## src/rtl/sw_pkg.sv

```systemverilog
`default_nettype none
// +-----------------------------------------------------------------------+
// | sw_pkg                                                                |
// | Shared symbol width, nucleotide codes and sequencer states.           |
// | Rev 1.0                                                               |
// +-----------------------------------------------------------------------+
package sw_pkg;

  localparam int SYM_W = 2;

  localparam logic [SYM_W-1:0] c_nt_a = 2'b00;
  localparam logic [SYM_W-1:0] c_nt_c = 2'b01;
  localparam logic [SYM_W-1:0] c_nt_g = 2'b10;
  localparam logic [SYM_W-1:0] c_nt_t = 2'b11;

  typedef enum logic [2:0] {
    IDLE   = 3'd0,
    LOAD   = 3'd1,
    STREAM = 3'd2,
    DRAIN  = 3'd3,
    DONE   = 3'd4
  } sw_state_e;

endpackage
`default_nettype wire

```

## src/rtl/sw_max_tracker.sv

```systemverilog
`default_nettype none
// +-----------------------------------------------------------------------+
// | sw_max_tracker                                                        |
// | Best-score / best-column tracker on the last PE output of the chain.  |
// | Rev 1.0                                                               |
// +-----------------------------------------------------------------------+
module sw_max_tracker #(
  parameter int SCORE_W = 10,
  parameter int POS_W   = 16
) (
  input  logic               clk,
  input  logic               rst,
  input  logic               clear,
  input  logic               valid,
  input  logic [SCORE_W-1:0] score,
  output logic [SCORE_W-1:0] max_score,
  output logic [POS_W-1:0]   max_pos
);

  logic [POS_W-1:0] r_pos;

  // Strict compare keeps the earliest column on ties; pos holds at all-ones.
  always_ff @(posedge clk) begin
    if (rst || clear) begin
      r_pos     <= '0;
      max_score <= '0;
      max_pos   <= '0;
    end else if (valid) begin
      if (score > max_score) begin
        max_score <= score;
        max_pos   <= r_pos;
      end
      if (r_pos != {POS_W{1'b1}}) begin
        r_pos <= r_pos + POS_W'(1);
      end
    end
  end

endmodule
`default_nettype wire

```

## src/rtl/sw_array_sequencer.sv

```systemverilog
`default_nettype none
// +-----------------------------------------------------------------------+
// | sw_array_sequencer                                                    |
// | Loads a short read into a systolic PE chain, streams the reference,   |
// | drains the chain. Score tracking built only with SW_SCORE_TRACK_EN.   |
// | Rev 1.0                                                               |
// +-----------------------------------------------------------------------+
module sw_array_sequencer
  import sw_pkg::*;
#(
  parameter int NUM_PE  = 8,
  parameter int SCORE_W = 10,
  parameter int POS_W   = 16
) (
  input  logic               clk,
  input  logic               rst,
  input  logic               start,
  output logic               busy,
  output logic               done,
  output logic               err,
  input  logic               rd_valid,
  input  logic [SYM_W-1:0]   rd_sym,
  output logic               rd_ready,
  input  logic               ref_valid,
  input  logic [SYM_W-1:0]   ref_sym,
  input  logic               ref_last,
  output logic               ref_ready,
  output logic [SYM_W-1:0]   pe_S,
  output logic               pe_store_S,
  output logic [SYM_W-1:0]   pe_T,
  output logic               pe_init,
  input  logic [SCORE_W-1:0] pe_last_V,
  input  logic               pe_last_init,
  output logic [SCORE_W-1:0] max_score,
  output logic [POS_W-1:0]   max_pos
);

  localparam int c_cnt_w = $clog2(NUM_PE + 1);

  sw_state_e          r_state;
  sw_state_e          w_state_next;
  logic [c_cnt_w-1:0] r_load_cnt;
  logic [c_cnt_w-1:0] r_low_cnt;
  logic               r_err;
  logic               w_rd_accept;
  logic               w_ref_accept;
  logic               w_underrun;
  logic               w_clear;

  assign w_rd_accept  = (r_state == LOAD) && rd_valid;
  assign w_ref_accept = (r_state == STREAM) && ref_valid;
  assign w_underrun   = (r_state == STREAM) && !ref_valid;
  assign w_clear      = (r_state == IDLE) && start;

  assign busy      = (r_state != IDLE);
  assign done      = (r_state == DONE);
  assign rd_ready  = (r_state == LOAD);
  assign ref_ready = (r_state == STREAM);
  assign err       = r_err;

  always_ff @(posedge clk) begin
    if (rst) begin
      r_state <= IDLE;
    end else begin
      r_state <= w_state_next;
    end
  end

  // The chain cannot stall, so a missing reference symbol ends the stream.
  always_comb begin
    w_state_next = r_state;
    case (r_state)
      IDLE:    if (start) w_state_next = LOAD;
      LOAD:    if (w_rd_accept && (r_load_cnt == c_cnt_w'(NUM_PE - 1))) w_state_next = STREAM;
      STREAM:  if (!ref_valid || ref_last) w_state_next = DRAIN;
      DRAIN:   if (!pe_last_init && (r_low_cnt == c_cnt_w'(NUM_PE))) w_state_next = DONE;
      DONE:    w_state_next = IDLE;
      default: w_state_next = IDLE;
    endcase
  end

  always_ff @(posedge clk) begin
    if (rst) begin
      r_load_cnt <= '0;
      r_low_cnt  <= '0;
      r_err      <= 1'b0;
    end else begin
      if (w_clear) begin
        r_load_cnt <= '0;
      end else if (w_rd_accept) begin
        r_load_cnt <= r_load_cnt + c_cnt_w'(1);
      end
      // Counts consecutive idle cycles at the chain tail; NUM_PE+1 means empty.
      if ((r_state == DRAIN) && !pe_last_init) begin
        r_low_cnt <= r_low_cnt + c_cnt_w'(1);
      end else begin
        r_low_cnt <= '0;
      end
      if (w_clear) begin
        r_err <= 1'b0;
      end else if (w_underrun) begin
        r_err <= 1'b1;
      end
    end
  end

  always_ff @(posedge clk) begin
    if (rst) begin
      pe_S       <= '0;
      pe_store_S <= 1'b0;
      pe_T       <= '0;
      pe_init    <= 1'b0;
    end else begin
      pe_store_S <= w_rd_accept;
      pe_S       <= w_rd_accept ? rd_sym : '0;
      pe_init    <= w_ref_accept;
      pe_T       <= w_ref_accept ? ref_sym : '0;
    end
  end

`ifdef SW_SCORE_TRACK_EN
  sw_max_tracker #(
    .SCORE_W (SCORE_W),
    .POS_W   (POS_W)
  ) u_max_tracker (
    .clk       (clk),
    .rst       (rst),
    .clear     (w_clear),
    .valid     (pe_last_init && busy),
    .score     (pe_last_V),
    .max_score (max_score),
    .max_pos   (max_pos)
  );
`else
  logic w_unused_score;
  assign w_unused_score = ^pe_last_V;
  assign max_score      = '0;
  assign max_pos        = '0;
`endif

endmodule
`default_nettype wire
```

## config.mk

```make
export PLATFORM = sky130hd
export DESIGN_NAME = sw_array_sequencer
export DESIGN_NICKNAME = d
export VERILOG_FILES = /design/src/rtl/sw_pkg.sv /design/src/rtl/sw_max_tracker.sv /design/src/rtl/sw_array_sequencer.sv
export SDC_FILE = /design/constraint.sdc
export NUM_CORES = 1
export LEC_CHECK = 0
export BUFFER_PORTS_ARGS = -buffer_cell sky130_fd_sc_hd__buf_2
export CORE_MARGIN = 4
export CORE_UTILIZATION = 45
export CTS_CLUSTER_DIAMETER = 120
export CTS_CLUSTER_SIZE = 8
export DETAILED_ROUTE_END_ITERATION = 12
export PLACE_DENSITY = 0.93
export SLEW_MARGIN = 5
export SYNTH_ARGS = -nofsm -noshare
export SYNTH_HDL_FRONTEND = slang
export SYNTH_SLANG_ARGS = --single-unit
```

## constraint.sdc

```tcl
create_clock -name clk -period 3.4 [get_ports clk]
set_input_delay 0.51 -clock clk [delete_from_list [all_inputs] [get_ports clk]]
set_output_delay 0.51 -clock clk [all_outputs]
set_load 0.05 [all_outputs]
```

* Yosys cells after proc, flatten, opt, wreduce, memory -nomap -nowiden
Index checks and enable logic that the tools add are counted.
** Operators by class
- Multipliers :: 0
- Magnitude comparators :: 0
- Divide/modulo/power cells :: 0
- Reductions and logical operators :: 17
- Eq/ne operators :: 10
- Shift operators :: 0
- Add/sub/neg operators :: 2
- Muxes and demuxes :: 5
- Bitwise logic cells :: 3
** Operators with widths (number)
- 2-to-1 mux 3 bit :: 4
- one-hot mux 3 bit (4 select lines) :: 1
- adder 4 x 1 -> 4 bit, second input constant :: 2
- OR reduction 2 bit :: 4
- logical AND 1 bit :: 7
- equality test 3 x 2 -> 1 bit, second input constant :: 2
- equality test 4 x 3 -> 1 bit, second input constant :: 1
- equality test 4 bit, second input constant :: 1
- inequality test 2 x 1 -> 1 bit, second input constant :: 2
- inequality test 2 bit, second input constant :: 2
- AND reduction 4 bit :: 1
- equality test 3 x 1 -> 1 bit, second input constant :: 1
- equality test 3 bit, second input constant :: 1
- logical NOT 3 bit :: 1
- NOT 1 bit :: 3
- nonzero test 3 bit :: 1
- logical NOT 1 bit :: 2
- logical OR 1 bit :: 1
** Storage, ports and cells
- Flip-flop bits (word level) :: 18
- Output and inout bits :: 37
- Bits in writable memories :: 0
- Bits in read-only memories :: 0
- Memories kept :: 0
- Bits in latches :: 0

* Depth between registers and ports, before layout
- Depth after elaboration :: 5
- Mapped depth :: 5

* Worst setup path after synthesis
Ideal clock, no wire load.
- Path kind :: register to output
- Start :: reg r_state[0]
- End :: out done
- Data arrival time :: 1.606 ns
- Buffers on the path :: 1
- Stages on the path, launching flop included :: 3
- Setup slack :: 1.284 ns
- Cell sequence :: dfxtp_1 -> buf_2 -> nor3b_1
** Between the ends
- Longest elaborated chain between the ends :: 1
** RTL lines
- start, declared :: RTL line sw_array_sequencer.sv:40 : sw_state_e r_state;
- start signal, assigned :: RTL line sw_array_sequencer.sv:65 : r_state <= w_state_next;
- equality test 3 bit :: RTL line sw_array_sequencer.sv:56 : assign done = (r_state == DONE);
- end, declared :: RTL line sw_array_sequencer.sv:19 : output logic done,
No other way between the ends.

* Worst setup path after layout
- Start :: reg r_state[0]
- End :: out busy
** Between the ends
- Longest elaborated chain between the ends :: 1
** RTL lines
- nonzero test 3 bit :: RTL line sw_array_sequencer.sv:55 : assign busy = (r_state != IDLE);
- end, declared :: RTL line sw_array_sequencer.sv:18 : output logic busy,
No other way between the ends.

==> results.md <==
* Final HPWL DP at approximately 1.4 mm
* Count of buffers from port buffering at 21
* Placed instance area at a little under 0.001 sq mm
* Clock root buffer: clkbuf_4
* Vias at approximately 680
* CTS clk-pin slew, worst paths at 0.09 ns
* CTS tree: yes
* Yosys Warn Count at 0
* Finished Cell Area at just over 0.001 sq mm
* Number of nets with antenna violations after detailed routing at 0
* Unique masters post-synth at 31
* # Post-CTS Setup Buffers at 0
* Starting Density at approximately half
* Arr. time, crit path at 1.36 ns
* Die Ht at ~54 um
* Final Cycle Share at 55.0%
* All-Layer GR Usage at 12.4%
* Required time of the critical path at 2.89 ns
* Status: finished, final reports clean
* Area leader, netlist: dfxtp_1
* First-pass GRT wire length at 2.60 mm
* Overflow after GRT at 0
* Cell Area, Synth at approximately 970 sq um
* Die width at between 50 and 60 um
* Fillcell total at 199
* Lkg Pwr at 0.468 nW
* TritonCTS Sinks at 18
* Clk buf depth at 2
* Max Fclk at 534 MHz
* GPL Wtd Cong at 0.762
* Drt pass-1 iters at 3
* Crit path time final at roughly 1.9 ns
* Initial antenna violation count at 0
* Worst vdd ir at 0.296 mV
* Final Hold Fails at 0
* Hold slack at 0.425 ns
* Synthesized area per cell at 9.22 sq um
* Htree depth at 1
* Hold_buf cts at 0
* WL/cell at 11.1 um
* Gate Count Post-Synth at between 100 and 150
* Fin. max-slew vios at 0
* CTS resizes at 0
* RSZ-0062 raised after global routing: no
* Crit path kind: reg -> out
* Synthesized flop and latch total at 18
* I/O Pins at 58
* Largest net degree at the start of global routing at 12
* Seq/Total Area, Yosys at between 30% and 40%
* Post-Route WL at 1.70 mm
* Multi-input combinational cell area at around 470 sq um
* Startpoint Class: flop
* Met2 GRT Util at 21.5%
* Met1 usage at 13.1%
* Vias in the first global route at 639
* HP Class: in -> reg
* Layout cell share with drive strength beyond 1 at between 20% and 30%
* Num rows at 16
* P&R area growth vs syn at 4.52%
* Clock Latency Late Sink at 0.28 ns
* Die footprint at approximately 0.0030 sq mm
* Iteration-0 DRC count of the detailed router at 8
* Inst Count DP at 150
* Ant diodes at 0
* TritonCTS Buffers at 3
* Area contributors post-synth: dfxtp_1, buf_4, ha_1
* GR peak layer: met2
* Slowest stage delay, CP at 0.43 ns
* PwrDens at 405 mW/mm^2
* Nets at 152
* Worst Skew at 0.00424 ns
* # setup viols final at 0
* Number of max-cap violations at 0
* Critical path's slowest cell: or3_1
* Cells along the critical path: or3_1, buf_2
* Crit end category: output port
* Max FO, Critical Path at 10
* Register cell area after layout at roughly 360 sq um
* Area of the core at 0.00200 sq mm
* Final TNS setup at 0 ns
* Drt drc at 0
* Post-Layout Cell Count at 153
* Synth top area share at 37.2%
* GR Util met3 at 3.00%
* Vias per cell at 4.41
## flip-flops by register name, summed over array words and instances (netlist names)
name,count
r_low_cnt,4
pe_T,2
pe_S,2
pe_store_S,1
r_state,3
r_load_cnt,4
pe_init,1
err,1
## final timing paths
check / slack [ns] / from / cells past startpoint / to
worst max-delay path: 1.53 / r_state[0] / 2 / busy
worst max register to register: 2.01 / r_load_cnt[0] / 4 / r_state[1]
worst min-delay path: 0.43 / ref_sym[1] / 2 / pe_T[1]
worst min register to register: 0.47 / r_low_cnt[0] / 1 / r_low_cnt[0]
## cells in the mapped netlist
| library cell | number |
|---|---|
| a211oi_2 | 1 |
| a21oi_1 | 4 |
| and2_1 | 4 |
| and4bb_2 | 1 |
| buf_2 | 1 |
| buf_4 | 26 |
| buf_6 | 1 |
| conb_1 | 1 |
| dfxtp_1 | 18 |
| ha_1 | 3 |
| inv_1 | 6 |
| nand2_1 | 3 |
| nand2b_1 | 2 |
| nand2b_4 | 1 |
| nand3_1 | 2 |
| nand3b_1 | 1 |
| nand4b_1 | 1 |
| nand4bb_1 | 1 |
| nor2_1 | 8 |
| nor3_1 | 2 |
| nor3b_1 | 1 |
| nor3b_2 | 2 |
| nor4_1 | 1 |
| nor4bb_1 | 1 |
| o211a_1 | 1 |
| o21ai_0 | 3 |
| o21bai_2 | 1 |
| or3_1 | 4 |
| or4_4 | 1 |
| xnor2_1 | 2 |
| xor2_1 | 1 |
## cell families (layout without fill, tap and decap cells)
| family | Yosys count | count (layout) | synth area share, % |
|---|---|---|---|
| AO/OA/AOI/OAI | 10 | 10 | 7.11 |
| XOR/XNOR | 3 | 3 | 2.71 |
| adder cells (fa/ha/maj) | 3 | 3 | 3.88 |
| buffers and inverters | 34 | 30 | 24.2 |
| flip-flops | 18 | 18 | 37.2 |
| other | 1 | 26 | 0.387 |
| AND/OR/NAND/NOR | 36 | 36 | 24.5 |
## worst max-delay path: cells and delay by family, from the launching register on
family	cells	cell delay (ns)
buffers and inverters	1	0.23
AND/OR/NAND/NOR	1	0.43
flip-flops	1	0.42
## cell type report
cell class | count | share of cell area, %
multi-input cells | 78 | 46.2
well taps | 27 | 3.34
inverters | 6 | 2.22
clock buffers | 3 | 2.22
flip-flops and latches | 18 | 35.6
repair buffers | 21 | 10.4
## where the power goes
| group | switching (mW) | internal, mW | leakage (nW) | total [mW] |
|---|---|---|---|---|
| sequential | 0.00316 | 0.213 | 0.146 | 0.216 |
| combinational | 0.0835 | 0.0118 | 0.309 | 0.0953 |
| clock | 0.0575 | 0.0411 | 0.0138 | 0.0986 |
| total | 0.144 | 0.266 | 0.468 | 0.410 |
## layout by cell type (no fill, tap or decap), types with 2 or more instances in the layout
cell type and n:
nor3b_2 2, clkbuf_4 3, dfxtp_1 18, or3_1 4
inv_1 6, nand2b_1 2, a21oi_1 4, and2_1 4
nor3_1 2, nand3_1 2, nor2_1 8, o21ai_0 3
conb_1 26, xnor2_1 2, nand2_1 3, buf_2 21
ha_1 3
## layer usage
| layer | part of all wire (%) | routed length (um) |
|---|---|---|
| met1 | 39 | 666 |
| met5 | 0 | 0 |
| met4 | 0.82 | 14 |
| met2 | 52 | 892 |
| met3 | 7.6 | 129 |
## per-stage QoR
stage	setup slack (ns)	total power [mW]	util (%)
after floorplan	1.28	0.327	-
after global routing	1.39	0.434	50.6
after global placement	1.86	0.315	49.4
after CTS	1.52	0.415	50.6
final	1.53	0.410	50.6
after detailed placement	1.85	0.316	49.4
(Power assumes the default switching activity.)
